<file path="config.mk">
export PLATFORM = sky130hd
export DESIGN_NAME = xadc_drp_sequencer
export DESIGN_NICKNAME = d
export VERILOG_FILES = /design/src/rtl/xadc_pkg.sv /design/src/rtl/drp_watchdog.sv /design/src/rtl/xadc_drp_sequencer.sv
export SDC_FILE = /design/constraint.sdc
export NUM_CORES = 1
export LEC_CHECK = 0
export ABC_AREA = 1
export BUFFER_PORTS_ARGS = -buffer_cell sky130_fd_sc_hd__clkbuf_2
export CELL_PAD_IN_SITES_DETAIL_PLACEMENT = 1
export CELL_PAD_IN_SITES_GLOBAL_PLACEMENT = 1
export CORE_MARGIN = 4
export CORE_UTILIZATION = 34
export DETAILED_ROUTE_END_ITERATION = 8
export GPL_ROUTABILITY_DRIVEN = 0
export PLACE_DENSITY = 0.87
export SKIP_CTS_REPAIR_TIMING = 1
export SLEW_MARGIN = 25
export SYNTH_ARGS = -nofsm -noshare
export SYNTH_HDL_FRONTEND = slang
export SYNTH_SLANG_ARGS = --single-unit
</file>
<file path="constraint.sdc">
create_clock -name clk -period 1.6 [get_ports clk]
set_input_delay 0.08 -clock clk [delete_from_list [all_inputs] [get_ports clk]]
set_output_delay 0.08 -clock clk [all_outputs]
set_load 0.01 [all_outputs]
</file>
<file path="src/rtl/xadc_pkg.sv">
// Shared definitions for the XADC DRP read sequencer: FSM encoding,
// default aux-channel addresses and DRP bus widths.
package xadc_pkg;

  // Sequencer FSM states
  typedef enum logic [1:0] {
    ST_WAIT_EOC  = 2'd0,
    ST_ISSUE     = 2'd1,
    ST_WAIT_DRDY = 2'd2
  } seq_state_t;

  // Default aux channels: VAUX3 (0x13) feeds V1, VAUX11 (0x1B) feeds V2
  localparam logic [7:0] DEF_ADDR_A = 8'h13;
  localparam logic [7:0] DEF_ADDR_B = 8'h1B;

  // DRP bus widths
  localparam int DRP_AW = 7;
  localparam int DRP_DW = 16;

  // Saturation limit of the timeout counter
  localparam logic [7:0] ERR_MAX = 8'hFF;

  // Alternate between the two channels; anything unexpected restarts at A
  function automatic logic [7:0] other_chan(input logic [7:0] cur,
                                            input logic [7:0] a,
                                            input logic [7:0] b);
    return (cur == a) ? b : a;
  endfunction

endpackage

</file>
<file path="src/rtl/drp_watchdog.sv">
// DRDY watchdog: cleared when a read is issued, counts every busy cycle and
// flags expiry once TIMEOUT-1 counts have elapsed since the clear.
module drp_watchdog #(
  parameter int TIMEOUT = 16
) (
  input  logic clk,
  input  logic rst_n,
  input  logic i_clear,
  input  logic i_count,
  output logic o_expire
);

  localparam int TW = (TIMEOUT > 2) ? $clog2(TIMEOUT) : 1;
  localparam logic [TW-1:0] LAST = TW'(TIMEOUT - 1);

  logic [TW-1:0] r_count;

  // Counter: clear has priority, then count up and hold at the last value
  always_ff @(posedge clk or negedge rst_n) begin
    if (!rst_n) begin
      r_count <= '0;
    end else if (i_clear) begin
      r_count <= '0;
    end else if (i_count && (r_count != LAST)) begin
      r_count <= r_count + 1'b1;
    end
  end

  assign o_expire = (r_count == LAST);

endmodule

</file>
<file path="src/rtl/xadc_drp_sequencer.sv">
// XADC DRP read sequencer: on each end-of-conversion reads the current aux
// channel over DRP, alternating between ADDR_A and ADDR_B, guards the read
// with a watchdog and presents the captured word with a one-cycle strobe.
module xadc_drp_sequencer
  import xadc_pkg::*;
#(
  parameter logic [7:0] ADDR_A  = DEF_ADDR_A,
  parameter logic [7:0] ADDR_B  = DEF_ADDR_B,
  parameter int         TIMEOUT = 16
) (
  input  logic              clk,
  input  logic              rst_n,
  input  logic              eoc_in,
  output logic              drp_den,
  output logic              drp_dwe,
  output logic [DRP_AW-1:0] drp_daddr,
  output logic [DRP_DW-1:0] drp_di,
  input  logic [DRP_DW-1:0] drp_do,
  input  logic              drp_drdy,
  output logic [DRP_DW-1:0] data_out,
  output logic [7:0]        data_addr,
  output logic              data_ready,
  output logic              busy,
  output logic              timeout_err,
  output logic [7:0]        err_count,
  output logic              overrun
);

  // FSM and bookkeeping state
  seq_state_t r_state;
  seq_state_t w_state_next;
  logic [7:0] r_chan;
  logic [7:0] w_chan_next;
  logic       r_pending;
  logic       w_pending_next;

  // Registered outputs and their next values
  logic              r_den,        w_den_next;
  logic [DRP_AW-1:0] r_daddr,      w_daddr_next;
  logic [DRP_DW-1:0] r_data_out,   w_data_out_next;
  logic [7:0]        r_data_addr,  w_data_addr_next;
  logic              r_data_ready, w_data_ready_next;
  logic              r_busy,       w_busy_next;
  logic              r_timeout,    w_timeout_next;
  logic [7:0]        r_err_count,  w_err_count_next;
  logic              r_overrun,    w_overrun_next;

  // Decoded events
  logic w_expire;
  logic w_in_wait;
  logic w_busy_state;
  logic w_capture;
  logic w_abort;
  logic w_read_done;

  assign w_in_wait    = (r_state == ST_WAIT_DRDY);
  assign w_busy_state = (r_state != ST_WAIT_EOC);
  // DRDY beats a simultaneous watchdog expiry
  assign w_capture    = w_in_wait && drp_drdy;
  assign w_abort      = w_in_wait && !drp_drdy && w_expire;
  assign w_read_done  = w_capture || w_abort;

  drp_watchdog #(
    .TIMEOUT(TIMEOUT)
  ) u_watchdog (
    .clk     (clk),
    .rst_n   (rst_n),
    .i_clear (w_state_next == ST_ISSUE),
    .i_count (w_busy_state),
    .o_expire(w_expire)
  );

  // State register
  always_ff @(posedge clk or negedge rst_n) begin
    if (!rst_n) begin
      r_state <= ST_WAIT_EOC;
    end else begin
      r_state <= w_state_next;
    end
  end

  // Next-state logic: a completed or aborted read chains straight into the
  // next one when another conversion is already waiting
  always_comb begin
    w_state_next = r_state;
    case (r_state)
      ST_WAIT_EOC: begin
        if (eoc_in || r_pending) w_state_next = ST_ISSUE;
      end
      ST_ISSUE: begin
        w_state_next = ST_WAIT_DRDY;
      end
      ST_WAIT_DRDY: begin
        if (w_read_done) begin
          w_state_next = (r_pending || eoc_in) ? ST_ISSUE : ST_WAIT_EOC;
        end
      end
      default: begin
        w_state_next = ST_WAIT_EOC;
      end
    endcase
  end

  // Output/datapath next values, all registered below
  always_comb begin
    w_chan_next       = w_capture ? other_chan(r_chan, ADDR_A, ADDR_B) : r_chan;
    w_den_next        = (w_state_next == ST_ISSUE);
    w_daddr_next      = w_den_next ? w_chan_next[DRP_AW-1:0] : r_daddr;
    w_data_out_next   = w_capture ? drp_do : r_data_out;
    w_data_addr_next  = w_capture ? r_chan : r_data_addr;
    w_data_ready_next = w_capture;
    w_timeout_next    = w_abort;
    w_err_count_next  = r_err_count;
    if (w_abort && (r_err_count != ERR_MAX)) begin
      w_err_count_next = r_err_count + 8'd1;
    end
    w_busy_next       = (w_state_next != ST_WAIT_EOC);
    w_overrun_next    = r_overrun | (w_busy_state && eoc_in && r_pending);
    // One request is consumed per trip into ISSUE; a second one stays queued
    w_pending_next    = r_pending;
    case (r_state)
      ST_WAIT_EOC:  w_pending_next = 1'b0;
      ST_ISSUE:     w_pending_next = r_pending | eoc_in;
      ST_WAIT_DRDY: w_pending_next = w_read_done ? (r_pending & eoc_in)
                                                 : (r_pending | eoc_in);
      default:      w_pending_next = 1'b0;
    endcase
  end

  // Output and datapath registers
  always_ff @(posedge clk or negedge rst_n) begin
    if (!rst_n) begin
      r_chan       <= ADDR_A;
      r_pending    <= 1'b0;
      r_den        <= 1'b0;
      r_daddr      <= '0;
      r_data_out   <= '0;
      r_data_addr  <= '0;
      r_data_ready <= 1'b0;
      r_busy       <= 1'b0;
      r_timeout    <= 1'b0;
      r_err_count  <= '0;
      r_overrun    <= 1'b0;
    end else begin
      r_chan       <= w_chan_next;
      r_pending    <= w_pending_next;
      r_den        <= w_den_next;
      r_daddr      <= w_daddr_next;
      r_data_out   <= w_data_out_next;
      r_data_addr  <= w_data_addr_next;
      r_data_ready <= w_data_ready_next;
      r_busy       <= w_busy_next;
      r_timeout    <= w_timeout_next;
      r_err_count  <= w_err_count_next;
      r_overrun    <= w_overrun_next;
    end
  end

  assign drp_den     = r_den;
  assign drp_dwe     = 1'b0;
  assign drp_daddr   = r_daddr;
  assign drp_di      = '0;
  assign data_out    = r_data_out;
  assign data_addr   = r_data_addr;
  assign data_ready  = r_data_ready;
  assign busy        = r_busy;
  assign timeout_err = r_timeout;
  assign err_count   = r_err_count;
  assign overrun     = r_overrun;

endmodule

</file>
=== Yosys cells after proc, flatten, opt, wreduce, memory -nomap -nowiden ===
Cells that the tools add are included.

* Output and inout bits: 61
* Flip-flop bits (word level): 58
* Logic and storage cells: 49

* Eq/ne operators: 7
* Add/subtract/negate cells: 2
* Reductions and logical operators: 14
* Muxes and demuxes: 10
* Bitwise logic cells: 3

{| class="wikitable"
|+ Operator list
! kind !! count
|-
| 4-bit 2-to-1 mux || 3
|-
| 8-bit by 1-bit adder with 8-bit output (second input constant) || 1
|-
| 8-bit inequality test (second input constant) || 1
|-
| 7-bit by 5-bit equality test with 1-bit output (second input constant) || 1
|-
| 1-bit logical AND || 7
|-
| 7-bit 2-to-1 mux || 1
|-
| 2-bit one-hot mux with 3 select lines || 1
|-
| 2-bit nonzero test || 3
|-
| 4-bit by 1-bit adder with 4-bit output (second input constant) || 1
|-
| 2-bit by 1-bit equality test with 1-bit output (second input constant) || 2
|-
| 4-bit equality test (second input constant) || 1
|-
| 2-bit 2-to-1 mux || 2
|-
| 4-bit inequality test (second input constant) || 1
|-
| 2-bit equality test (second input constant) || 1
|-
| 2-bit logical NOT || 1
|-
| 1-bit logical OR || 2
|-
| 1-bit 2-to-1 mux || 2
|-
| 1-bit bitwise OR || 2
|-
| 1-bit one-hot mux with 2 select lines || 1
|-
| 1-bit AND || 1
|-
| 1-bit logical NOT || 1
|}

=== Logic depth before layout (Yosys ltp) ===
Gate-level depths: netlist of the first run.

* Word-level depth: 8
* Gate-level depth with buffers: 12
* Depth with buffers taken out: 11

=== Hierarchy ===
From an unflattened synthesis of the first run, not the netlist that was laid out.

* Cells, all modules: 284
* Area, all modules: 2558.7 um^2

{| class="wikitable"
|+ By module, submodules not included
! module !! instances !! sequential area each (um^2) !! cells each !! area an instance (um^2)
|-
| xadc_drp_sequencer || 1 || 1330.0 || 255 || 2333.5
|-
| drp_watchdog || 1 || 100.1 || 29 || 225.2
|}

=== Worst setup path before layout of the first run ===
No wires, ideal clock.

* Path kind: register to register
* Start: register r_state[0]
* End: register r_daddr[1], in the netlist drp_daddr[1]
* Setup time: 117 ps
* Arrival: 1560 ps
* Setup slack: -77 ps
* Clock period less this slack: 1677 ps
* Stages on the path, launching flop included: 12
* Path through: dfrtp_1 > inv_1 > ha_1 > nand2_2 > o21ai_2 > nand2_1 > nand3_2 > nand2_4 > nand3_4 > buf_12 > nand2_4 > nand2_2

* Cells in the longest elaborated chain, start to end: 7
* Elaborated cells on any way between the ends: 12

{| class="wikitable"
|+ Ends and longest elaborated chain
! item !! line !! text
|-
| start: declaration || xadc_drp_sequencer.sv:30 || <nowiki>seq_state_t r_state;</nowiki>
|-
| start signal: assignment || xadc_drp_sequencer.sv:78 || <nowiki>r_state <= w_state_next;</nowiki>
|-
| 2-bit equality test || xadc_drp_sequencer.sv:56, xadc_drp_sequencer.sv:86 ||
|-
| 1-bit logical AND (2 in a row) || xadc_drp_sequencer.sv:60 || <nowiki>assign w_abort = w_in_wait && !drp_drdy && w_expire;</nowiki>
|-
| 1-bit logical OR || xadc_drp_sequencer.sv:61 || <nowiki>assign w_read_done = w_capture || w_abort;</nowiki>
|-
| 2-bit 2-to-1 mux || xadc_drp_sequencer.sv:94 || <nowiki>if (w_read_done) begin</nowiki>
|-
| 2-bit one-hot mux with 3 select lines || xadc_drp_sequencer.sv:86 || <nowiki>case (r_state)</nowiki>
|-
| 2-bit by 1-bit equality test with 1-bit output || xadc_drp_sequencer.sv:107 || <nowiki>w_den_next = (w_state_next == ST_ISSUE);</nowiki>
|-
| end signal: assignment || xadc_drp_sequencer.sv:148 || <nowiki>r_daddr <= w_daddr_next;</nowiki>
|-
| end: declaration || xadc_drp_sequencer.sv:39 || <nowiki>logic [DRP_AW-1:0] r_daddr, w_daddr_next;</nowiki>
|}

Parallel ways exist; a longest one is shown, timed or not.
A chain may end at the register's enable or synchronous reset.

=== Worst setup path in the final report of the first run ===
* Start: register r_state[0]
* End: register r_daddr[2], in the netlist drp_daddr[2]

The elaborated chain is that of the path after synthesis.

==> results summary, run 1 <==
The worst-skew pair later-pin latency came out at 330 ps. Port buffering added 62 buffers. The commonest register cell after synthesis is sky130_fd_sc_hd__dfrtp_1.

The utilization after layout came out at 0.482. The peak fanout along the critical path came out at 8. In this design, the largest share of critical-path delay is due to simple AND/OR/NAND/NOR gates.

The buffering stage count on the worst path with inverters included came out at 3. Power spread over the standard cell area amounts to 1840 nW/µm². By startpoint and endpoint, the worst setup path is classified as register to register. The CTS tree is done. The maximum count of clock buffers along a single path came out at 2.

The detailed-route wire length per cell is 14.1 µm. The critical path's largest stage delay is 390 ps. The mean number of vias per cell came out at 4.36.

The starting utilization of the core area is 0.349. The cell area after placement is 3240 µm². The path class of the tightest hold or removal check is input pin to register. Dividing the synthesized area by the synthesized cell count gives 9.54 µm².

The residual antenna-violating net count after detailed routing is 0. The first-pass detailed-route iteration total came out at 4. The number of register bits inferred by synthesis came out at 57. The post-synthesis cell area is 2700 µm². The maximum number of pins on one net before global-route repair is 58. Setup repair after global routing could not meet its margin everywhere. For the worst setup path, the data required time is 1820 ps.

The area of all placed cells without fillers is 3730 µm². At the end of the flow, the number of nets in the layout was 415. The final reports fail on setup timing. The share of the clock period used by the worst path after layout is 1.03.

The die is 97.1 µm tall. The sequential fraction of the synthesis area came out at 0.530. The final wirelength is 6970 µm.

The endpoint type of the worst setup path is a register. The layout-stage area growth over the synthesis result came out at 38.0%. The share of synthesized flip-flops with an asynchronous set or reset came out at 1.00. The number of buffers created by CTS came out at 9. The total placed cells including tap cells came out at 458. The antenna diode count is 0. The cell with the most instances on the worst path is sky130_fd_sc_hd__nand2_4. The number of warning messages in the yosys log is 0. The placeable core region came out at 7730 µm². Leaving out fill and tap cells, the most frequent cell in the layout is sky130_fd_sc_hd__nand2_1.

Among all stages on the critical path, the largest delay is contributed by sky130_fd_sc_hd__dfrtp_1. After layout, the minimum clock period comes to 1650 ps. The switching share of total power came out at 0.382.

The worst setup slack after layout came out at -50.6 ps. The boundary pin count came out at 81. The switching power total came out at 2620 µW. The highest attainable clock frequency came out at 0.606 GHz.

The width of the die is 97.1 µm. The clock drives 57 sinks. The final number of max-transition violations came out at 0. The worst-case hold slack is 45.0 ps.

The global routing stage identified its most utilized layer as met2. After floorplanning, the core was divided into 32 placement rows. The register share of total power came out at 0.326. For met2 alone, demand over resource in global routing was 0.242. The all-layer global routing usage came out at 0.144.

The detailed router's first-iteration violation count is 81. The finished layout holds 495 standard cells, fillers aside. The total via count in the routed design came out at 2,160.

For met3 alone, demand over resource in global routing was 0.0452. Of the total power, combinational logic draws 0.447. In the layout the commonest cells are 92 x sky130_fd_sc_hd__nand2_1, 62 x sky130_fd_sc_hd__clkbuf_2, 54 x sky130_fd_sc_hd__dfrtp_1. Max-cap violations in this run came to 0.

The total die area is 9430 µm². For met1 alone, demand over resource in global routing was 0.170. The share of layout cells above drive strength 1 came out at 0.372. Synthesis instantiated 34 different standard cells from the library. The number of antenna violations at the first check in global routing is 0. The first-pass GRT wire length is 11,000 µm. Detailed placement finished with a half-perimeter wire length of 4750 µm.

The count of endpoints failing setup in the final report is 10. The leakage dissipation is 0.00205 µW. The flow ran to the end, but the final reports show violations. The clock root buffer is sky130_fd_sc_hd__clkbuf_8. The global-route congestion overflow total came out at 0. The count of mapped cells out of synthesis is 283. The internal power component came out at 4240 µW.

The setup clock skew after layout came out at 9.83 ps. The maximum resistive drop on vdd is 0.000731 V. STA classifies the critical path startpoint as a register. The share of total power dissipated in the clock network is 0.227. Counting flops with a built-in enable in the synthesized netlist gives 0. Walking the worst path, the cells encountered are inv_2, ha_4, nand2_4, inv_2, nand2_4, nand4_4, nand2_4, nor2_8, nand3_4, buf_12, nand2_4, nand2_2. The final hold violation count came out at 0. The data arrival time of the critical path came out at 1870 ps.

In the routed design, unresolved DRC markers number 0. The total number of H-tree levels came out at 3. After clock tree synthesis, the clock-pin slew on the worst setup and hold paths is 70 ps. The number of global-route vias before repair is 2,230.
[worst paths after layout]
path / from / endpoint / slack, ps / cells after the start
worst max-delay path: r_state[0] / drp_daddr[2] / -50 / 12
worst min-delay path: eoc_in / overrun / 50 / 3
worst max register to register: r_state[0] / drp_daddr[2] / -50 / 12
worst min register to register: data_out[9] / data_out[9] / 480 / 2
max in group asynchronous: rst_n / r_chan[0] / 990 / 3
min in group asynchronous: rst_n / data_out[14] / 280 / 3
[synth_stat cells (2+ instances only)]
master	count	share of area
sky130_fd_sc_hd__nand2_2	8	0.019
sky130_fd_sc_hd__inv_1	24	0.033
sky130_fd_sc_hd__ha_1	7	0.032
sky130_fd_sc_hd__nand2_4	11	0.046
sky130_fd_sc_hd__o21ai_0	5	0.0093
sky130_fd_sc_hd__xnor2_1	5	0.016
sky130_fd_sc_hd__nor3_1	2	0.0037
sky130_fd_sc_hd__nand3_1	6	0.011
sky130_fd_sc_hd__nor2_1	6	0.0083
sky130_fd_sc_hd__nand2_1	93	0.13
sky130_fd_sc_hd__buf_4	18	0.050
sky130_fd_sc_hd__xor2_1	5	0.016
sky130_fd_sc_hd__nand4_1	10	0.023
sky130_fd_sc_hd__dfrtp_1	54	0.50
sky130_fd_sc_hd__inv_2	6	0.0083
sky130_fd_sc_hd__dfstp_2	3	0.029
sky130_fd_sc_hd__clkbuf_1	3	0.0042
[flip-flops by register name, summed over array words and instances, names as in the netlist]
name	flops
err_count	8
busy	1
data_addr	7
r_chan	7
overrun	1
drp_daddr	7
u_watchdog.r_count	4
data_out	16
timeout_err	1
drp_den	1
r_pending	1
data_ready	1
r_state	2
[through the flow]
step	power (µW)	setup TNS, ps	worst slack (ps)
global route	7380	-1620	-146
global placement	4940	0	25.0
floorplan	4000	-89.0	-17.8
detailed placement	5110	-444	-59.6
CTS	6720	-700	-83.3
finish	6850	-336	-50.6
[kinds of logic (layout without fill, tap and decap cells)]
kind of cell | Yosys count | in the layout | synth area share
adders and majority gates | 7 | 7 | 0.0324
and+or+nand+nor | 144 | 144 | 0.273
DFF | 57 | 57 | 0.530
other | 1 | 18 | 0.00139
AOI/OAI and AO/OA | 9 | 9 | 0.0232
buffers and inverters | 55 | 148 | 0.108
xor gates and xnor gates | 10 | 10 | 0.0324
[worst register-to-register path, cell delays in order, from the launching register on]
cell and delay, ps:
sky130_fd_sc_hd__dfrtp_1 390, sky130_fd_sc_hd__inv_2 130, sky130_fd_sc_hd__ha_4 180, sky130_fd_sc_hd__nand2_4 60
sky130_fd_sc_hd__inv_2 60, sky130_fd_sc_hd__nand2_4 60, sky130_fd_sc_hd__nand4_4 70, sky130_fd_sc_hd__nand2_4 70
sky130_fd_sc_hd__nor2_8 130, sky130_fd_sc_hd__nand3_4 110, sky130_fd_sc_hd__buf_12 170, sky130_fd_sc_hd__nand2_4 50
sky130_fd_sc_hd__nand2_2 40
[final cells by class]
cell class	instances	area (µm²)
Clock buffer	12	155
Inverter	31	119
Fill cell	907	4000
Timing Repair Buffer	101	694
Tap cell	102	128
Multi-Input combinational cell	188	1120
Clock inverter	4	75.1
Sequential cell	57	1430
[routing by layer]
metal	routed length, µm	part of all wire	up-vias
met5	0	0	-
met4	132	0.019	0
met3	344	0.049	13
met2	3750	0.54	64
met1	2740	0.39	1039
li1	-	-	1044
[power by group through the flow]
stage / combinational [µW] / clock [µW] / sequential [µW]
global placement: 2720 / 0 / 2230
detailed placement: 2860 / 0 / 2250
global route: 3410 / 1670 / 2310
finish: 3060 / 1550 / 2240
floorplan: 1590 / 0 / 2410
CTS: 2880 / 1610 / 2230
No activity file was read; power rests on OpenSTA's default activity.
==> run 2: changes to the inputs <==
--- a/config.mk
+++ b/config.mk
@@ -10,10 +10,9 @@
 export CELL_PAD_IN_SITES_DETAIL_PLACEMENT = 1
 export CELL_PAD_IN_SITES_GLOBAL_PLACEMENT = 1
 export CORE_MARGIN = 4
-export CORE_UTILIZATION = 34
+export CORE_UTILIZATION = 38
 export DETAILED_ROUTE_END_ITERATION = 8
-export GPL_ROUTABILITY_DRIVEN = 0
-export PLACE_DENSITY = 0.87
+export PLACE_DENSITY = 0.91
 export SKIP_CTS_REPAIR_TIMING = 1
 export SLEW_MARGIN = 25
 export SYNTH_ARGS = -nofsm -noshare
==> constraint.sdc (replaced) <==
create_clock -name clk -period 1.8 [get_ports clk]
set_input_delay 0.09 -clock clk [delete_from_list [all_inputs] [get_ports clk]]
set_output_delay 0.09 -clock clk [all_outputs]
set_load 0.01 [all_outputs]
==> results summary, run 2 (synthesis results as in run 1) <==
The run finished with clean final reports. In the layout the commonest cells are 92 x sky130_fd_sc_hd__nand2_1, 62 x sky130_fd_sc_hd__clkbuf_2, 53 x sky130_fd_sc_hd__dfrtp_1. The required time of the critical path is 2030 ps. Summed over all layers, the routed wires come to 6800 µm. The clock root buffer is sky130_fd_sc_hd__clkbuf_8.

The initial utilization of the core area, before any placement, comes to 0.395. The most common cell after layout, fill and taps aside is sky130_fd_sc_hd__nand2_1. The flip-flop count of the largest register after layout came out at 16. The HPWL after detailed placement is 4580 µm.

Across the whole layout, storage elements account for 1430 µm². The leakage dissipation came out at 0.00197 µW. Traced cell by cell, the critical path runs through inv_2, ha_2, nand2_1, inv_1, nand2_2, nand4_2, nand2_4, nor2_8, nand3_4, buf_12, nand2_1, nand2_1.

The worst-case IR drop observed on VDD is 0.000629 V. The first-pass detailed-route iteration total came out at 4. The number of global-route vias before repair came out at 2,211. The worst hold path belongs to the class input pin to register.

The width of the die is 92.3 µm. The kind of cell with the highest combined delay along the critical path is simple AND/OR/NAND/NOR gates. The final RePlAce weighted congestion came out at 0.767. The footprint of the multi-input gates came out at 1050 µm².

The detailed router's first-iteration violation count came out at 95. The setup clock skew after layout came out at 6.09 ps. In this run the worst path has a maximum fanout of 9.

The worst setup path is launched from a register. The clock passes through at most 2 buffers. The overall die height is 92.3 µm. The power density over the cells came out at 1620 nW/µm². The total clock sinks came out at 57.

In this design, the critical path's most frequently occurring cell is sky130_fd_sc_hd__nand2_1. The count of endpoints failing setup in the final report came out at 0. The area of all placed cells without fillers came out at 3550 µm². Setup total negative slack on the finished layout was measured at 0 ps. Counting the fill cells in the layout gives 838. The data arrival time of the critical path is 1970 ps.

The clock reaches the later pin of the worst-skew pair after 340 ps. The core region is 6830 µm². The largest individual stage delay along the critical path comes from the cell sky130_fd_sc_hd__dfrtp_1. The total number of H-tree levels is 3.

The largest single stage delay on the critical path is 400 ps. The number of antenna diodes in the final layout is 0. The endpoint type of the worst setup path is a register. The final hold violation count is 0. The quantity of I/O buffers inserted on ports came out at 62. The boundary pin count is 81.

Dividing the detail-routed wire length by the instance count gives 14.2 µm. The mean number of vias per cell came out at 4.40. The CTS tree is done. The clock transition at the registers of the reported paths came out at 70 ps. The all-layer global routing usage is 0.158.

The cell row count is 30. The remaining routing DRC violations came out at 0. The buffering stage count on the worst path with inverters included is 3.

The first-pass GRT wire length came out at 10,700 µm. The floorplan step defined a die boundary enclosing 8520 µm². The maximum number of pins on one net before global-route repair is 58. The highest attainable clock frequency came out at 0.575 GHz. The net count of the finished layout is 406. The total overflow left after global routing is 0.

The cell area after placement came out at 3080 µm². Counting the buffers created by CTS gives 9. The number of antenna violations at the first check in global routing was 0. Max-cap violations in this run came to 0. The setup path with the least slack is of type register to register. Across all layers, the routed design uses 2,112 vias.

Dividing the final minimum period by the clock period gives 0.966. Of the cells placed in the final design, the portion with a size suffix greater than 1 is 0.346. The layout-stage area growth over the synthesis result came out at 31.5%.

The detail route stage leaves a number of antenna-violating nets equal to 0. The final number of max-transition violations is 0. For the finished layout, the period the worst path requires is 1740 ps.

The worst-case hold slack is 29.0 ps.
-- run 2: cell types whose count changed in the layout (fill, tap and decap cells not counted), moves of 3 or more --
cell,previous run,this run
sky130_fd_sc_hd__buf_4,16,11
sky130_fd_sc_hd__buf_6,3,0
sky130_fd_sc_hd__ha_1,3,6
sky130_fd_sc_hd__ha_4,4,0
sky130_fd_sc_hd__inv_1,19,22
sky130_fd_sc_hd__nand2_2,6,9
sky130_fd_sc_hd__nand2_4,14,11
-- run 2: worst reg2reg max path, cell delays in order (launching register included) --
cell,delay (ps)
sky130_fd_sc_hd__dfrtp_1,400
sky130_fd_sc_hd__inv_2,90
sky130_fd_sc_hd__ha_2,200
sky130_fd_sc_hd__nand2_1,90
sky130_fd_sc_hd__inv_1,80
sky130_fd_sc_hd__nand2_2,80
sky130_fd_sc_hd__nand4_2,100
sky130_fd_sc_hd__nand2_4,80
sky130_fd_sc_hd__nor2_8,140
sky130_fd_sc_hd__nand3_4,100
sky130_fd_sc_hd__buf_12,170
sky130_fd_sc_hd__nand2_1,60
sky130_fd_sc_hd__nand2_1,50
-- run 2: power by group --
part	internal (µW)	switching (µW)
Sequential	1710	279
Combinational	996	1420
Clock	792	559
Total	3500	2260
-- run 2: stage by stage --
stage	power, µW	instances	worst slack, ps	utilization
floorplan	3500	300	123	-
global placement	4040	440	57.0	0.450
detailed placement	4160	440	-96.6	0.450
CTS	5560	456	-112	0.484
global route	6210	480	-71.2	0.520
finish	5760	480	60.4	0.520
-- run 2: final timing paths --
path / to / slack, ps / from / cells after the start
min: overrun / 30 / eoc_in / 3
min reg2reg: overrun / 480 / overrun / 1
max reg2reg: drp_daddr[0] / 60 / r_state[0] / 12
max in group asynchronous: r_chan[4] / 1200 / rst_n / 3
min in group asynchronous: err_count[4] / 280 / rst_n / 3
max: drp_daddr[0] / 60 / r_state[0] / 12
-- run 2: layout make-up --
class / instances / area share
clock buffer: 9 / 0.0349
clock inverter: 7 / 0.0289
inverter: 31 / 0.0328
multi-input combinational: 188 / 0.297
sequential: 57 / 0.403
tap: 96 / 0.0338
timing repair buffer: 92 / 0.170
-- run 2: metal layers --
metal,up-vias,global-route usage,part of all wire
li1,1022,-,-
met1,1033,0.188,0.41
met2,49,0.273,0.54
met3,8,0.0512,0.045
met4,0,0.0470,0.0082
met5,-,0,0
==> run 3: changes to the inputs <==
--- a/config.mk
+++ b/config.mk
@@ -5,12 +5,11 @@
 export SDC_FILE = /design/constraint.sdc
 export NUM_CORES = 1
 export LEC_CHECK = 0
-export ABC_AREA = 1
 export BUFFER_PORTS_ARGS = -buffer_cell sky130_fd_sc_hd__clkbuf_2
 export CELL_PAD_IN_SITES_DETAIL_PLACEMENT = 1
 export CELL_PAD_IN_SITES_GLOBAL_PLACEMENT = 1
 export CORE_MARGIN = 4
-export CORE_UTILIZATION = 38
+export CORE_UTILIZATION = 40
 export DETAILED_ROUTE_END_ITERATION = 8
 export PLACE_DENSITY = 0.91
 export SKIP_CTS_REPAIR_TIMING = 1
==> results summary, run 3 <==
The flow ran to the end, but the final reports show violations. The final reports fail on setup timing. The number of warning messages in the yosys log is 0. The layout-stage area growth over the synthesis result is 36.0%. The critical path's largest stage delay is 390 ps. The share of the Yosys chip area taken by registers is 0.557. The global-route congestion overflow total came out at 0. The total placed cells including tap cells came out at 338. The worst setup path is launched from a register. Summed over all instances, the cell type with the most area after synthesis is sky130_fd_sc_hd__dfrtp_1. Of the total power, the share spent switching nets is 0.335. The actual slew at the worst max-slew pin is 710 ps. The setup clock skew after layout is 8.07 ps. The count of mapped cells out of synthesis is 191.

Of the total synthesized cell area, the portion taken by XOR and XNOR cells is 0.0273. The mean number of vias per cell is 4.81. The die covers 7760 µm². The final number of max-transition violations was 0. Counting distinct cell types in the post-synthesis netlist gives 42. After layout, the worst setup slack is -63.8 ps. The HPWL after detailed placement came out at 4290 µm.

The clock passes through at most 2 buffers. The H-tree was split into 3 levels. Internal power comes to 3520 µW. The multiplexer share of the synthesized area is 0.151. The cell row count is 28. In this run the power density over the cells is 1520 nW/µm².

In the post-synthesis netlist, the biggest area contributors are sky130_fd_sc_hd__dfrtp_1 53%, sky130_fd_sc_hd__mux2_2 11%, sky130_fd_sc_hd__buf_4 5.3%, sky130_fd_sc_hd__ha_1 3.4%, sky130_fd_sc_hd__dfstp_2 3.1%. The remaining routing DRC violations is 0. Each instance of the synthesized netlist takes up on average 13.4 µm². The maximum resistive drop on vdd is 0.000805 V.

The width of the die is 88.1 µm. By count the netlist is led by 54 x sky130_fd_sc_hd__dfrtp_1, 26 x sky130_fd_sc_hd__mux2_2, 18 x sky130_fd_sc_hd__buf_4, 11 x sky130_fd_sc_hd__nor2_1. STA puts the critical path data arrival time at 2080 ps.

Derived from the worst setup path, the maximum achievable clock frequency is 0.537 GHz. The worst pin sits at a relative slew slack of 0.527. The cell area after placement came out at 3030 µm². The utilization after layout came out at 0.576. The final RePlAce weighted congestion came out at 0.850. The register share of total power came out at 0.362.

The library cell used most frequently in the layout, excluding fill and tap cells, is sky130_fd_sc_hd__clkbuf_2. The share of synthesized cell area in full adder, half adder and majority cells is 0.0341. The timing startpoint of the critical path is r_state[0]. The number of antenna violations at the first check in global routing is 0. The worst setup path is of the register to register kind. Buffers placed on the I/O ports in this run total 62.

The detailed-route wire length per cell is 16.5 µm. The placeable core region is 6060 µm². The end of the worst register-to-register path is drp_daddr[6].

Hold timing on the final database bottoms out at a slack of 108 ps. The final wirelength is 6190 µm. In the layout the commonest cells are 62 x sky130_fd_sc_hd__clkbuf_2, 53 x sky130_fd_sc_hd__dfrtp_1, 24 x sky130_fd_sc_hd__mux2_2. Max-cap violations in this run came to 0.

The total negative setup slack came out at -389 ps. The min-delay analysis places its worst path in the category input pin to register. The number of global-route vias before repair came to 1,902.

The starting utilization of the core area came out at 0.424. The clock root buffer is sky130_fd_sc_hd__clkbuf_8. The switching power total is 1770 µW.

Among all cell types in the netlist, the one instantiated most often is sky130_fd_sc_hd__dfrtp_1. The proportion of power drawn by the clock network is 0.259. The required time of the critical path came out at 2020 ps. The startpoint identified for the worst register-to-register timing path is r_state[0]. The compound-gate portion of the synthesized area is 0.0531. The first global-routing pass estimated 9410 µm of wire. The filler cell count is 606. Setup repair after global routing could not meet its margin everywhere. The net total in the final layout is 322. The all-layer global routing usage came out at 0.162. The smallest clock period supported by the final layout is computed as 1860 ps. The depth of the worst register-to-register path came out at 6. The commonest register cell after synthesis is sky130_fd_sc_hd__dfrtp_1. The setup slack on the worst flop-to-flop path is -60 ps. The share of the clock period used by the worst path after layout came out at 1.04. The share of Yosys cell area claimed by the top area cell type is 0.526. The slowest stage of the critical path belongs to the cell sky130_fd_sc_hd__dfrtp_1.

The share of layout cells above drive strength 1 is 0.490. The final hold violation count came out at 0. The total via count in the routed design is 1,804.

The count of endpoints failing setup in the final report is 7. The area of all placed cells without fillers came out at 3490 µm². The boundary pin count is 81. Of the total synthesized cell area, the portion taken by AND, OR, NAND and NOR gates is 0.101. The combinational share of power came out at 0.379. The detailed router's first-iteration violation count came out at 75. The pre-antenna-repair detailed-routing pass consisted of 4 iterations.

The maximum number of pins on one net before global-route repair is 28. The combinational family with the most area after synthesis is multiplexers. In this run the vertical extent of the chip is 88.1 µm. In this run the worst path has a maximum fanout of 8.

The number of register bits inferred by synthesis came out at 57. The CTS tree is done. The antenna diode count is 0. The detail route stage leaves a number of antenna-violating nets equal to 0. Walking the worst path, the cells encountered are inv_2, ha_4, nand2_4, a311oi_4, o211a_4, mux2_4. The flip-flop count of the largest register after layout came out at 16. The share of synthesized flip-flops with an asynchronous set or reset is 1.00. The clock transition at the registers of the reported paths came out at 70 ps. The critical path ends at drp_daddr[6]. In this run, synthesis inferred 0 flip-flops with an integrated enable. The mapped netlist covers 2570 µm². The post-layout instance count excluding filler cells came out at 375.

The worst-skew pair later-pin latency came out at 340 ps. The total clock sinks came out at 57. The leakage dissipation came out at 0.00173 µW. The number of buffers created by CTS came out at 9.

The endpoint type of the worst setup path is a register.
==> run 3: changes by cell type in the layout (fill, tap and decap cells not counted), moves of 6 or more <==
cell | previous run | this run
sky130_fd_sc_hd__nand2_1 | 92 | 6
sky130_fd_sc_hd__nand2_2 | 9 | 0
sky130_fd_sc_hd__inv_2 | 8 | 2
sky130_fd_sc_hd__buf_4 | 11 | 18
sky130_fd_sc_hd__nand2_4 | 11 | 1
sky130_fd_sc_hd__mux2_2 | 0 | 24
sky130_fd_sc_hd__inv_1 | 22 | 5
sky130_fd_sc_hd__nand4_1 | 10 | 4
sky130_fd_sc_hd__mux2_4 | 0 | 7
==> run 3: logic make-up after synthesis <==
kind of cell	Yosys count
flops	57
simple gates	42
mux	33
buf+inv	29
compound gates	14
xor+xnor	8
fa+ha+maj	7
other cells	1
==> run 3: worst min path at each step <==
stage                       from                     to  slack (ps)  cells after the start
after CTS                  rst_n  u_watchdog.r_count[2]        -200                      1
after detailed placement   rst_n                drp_den         170                      1
after global placement     rst_n                drp_den         160                      1
after floorplan            rst_n                   busy        -210                      0
after global routing      eoc_in                overrun         110                      2
final                     eoc_in                overrun         110                      2
==> run 3: critical path: cells and delay by family, from the launching register on <==
family,cells,cell delay (ps)
flip-flops,1,390
adder cells (fa/ha/maj),1,180
buffers and inverters,1,130
AND/OR/NAND/NOR,1,80
AO/OA/AOI/OAI,2,640
multiplexers,1,320
==> run 3: routing by layer <==
layer / part of all wire / wire length (µm) / global-route usage
met1: 0.38 / 2380 / 0.189
met3: 0.066 / 411 / 0.0677
met4: 0.011 / 67 / 0.0549
met5: 0 / 0 / 0
met2: 0.54 / 3330 / 0.269
==> run 3: final cells by class <==
class                           count  area (µm²)  area share
Clock buffer                       10         138      0.0394
Multi-Input combinational cell    122        1080       0.308
Clock inverter                      6        90.1      0.0258
Sequential cell                    57        1430       0.410
Tap cell                           75        93.8      0.0269
Inverter                            7        26.3     0.00753
Timing Repair Buffer               98         636       0.182
==> run 3: stage by stage <==
stage,setup slack [ps],total power [µW]
CTS,-89.8,5220
global placement,26.6,3680
global route,-123,5640
finish,-63.8,5290
detailed placement,-81.1,3820
floorplan,-50.7,3080
==> run 3: power by group through the flow <==
stage	clock network (µW)	registers (µW)	logic [µW]
final	1370	1910	2000
after global routing	1490	1970	2180
after CTS	1400	1910	1910
after detailed placement	0	1930	1890
after global placement	0	1900	1780
after floorplan	0	2040	1040
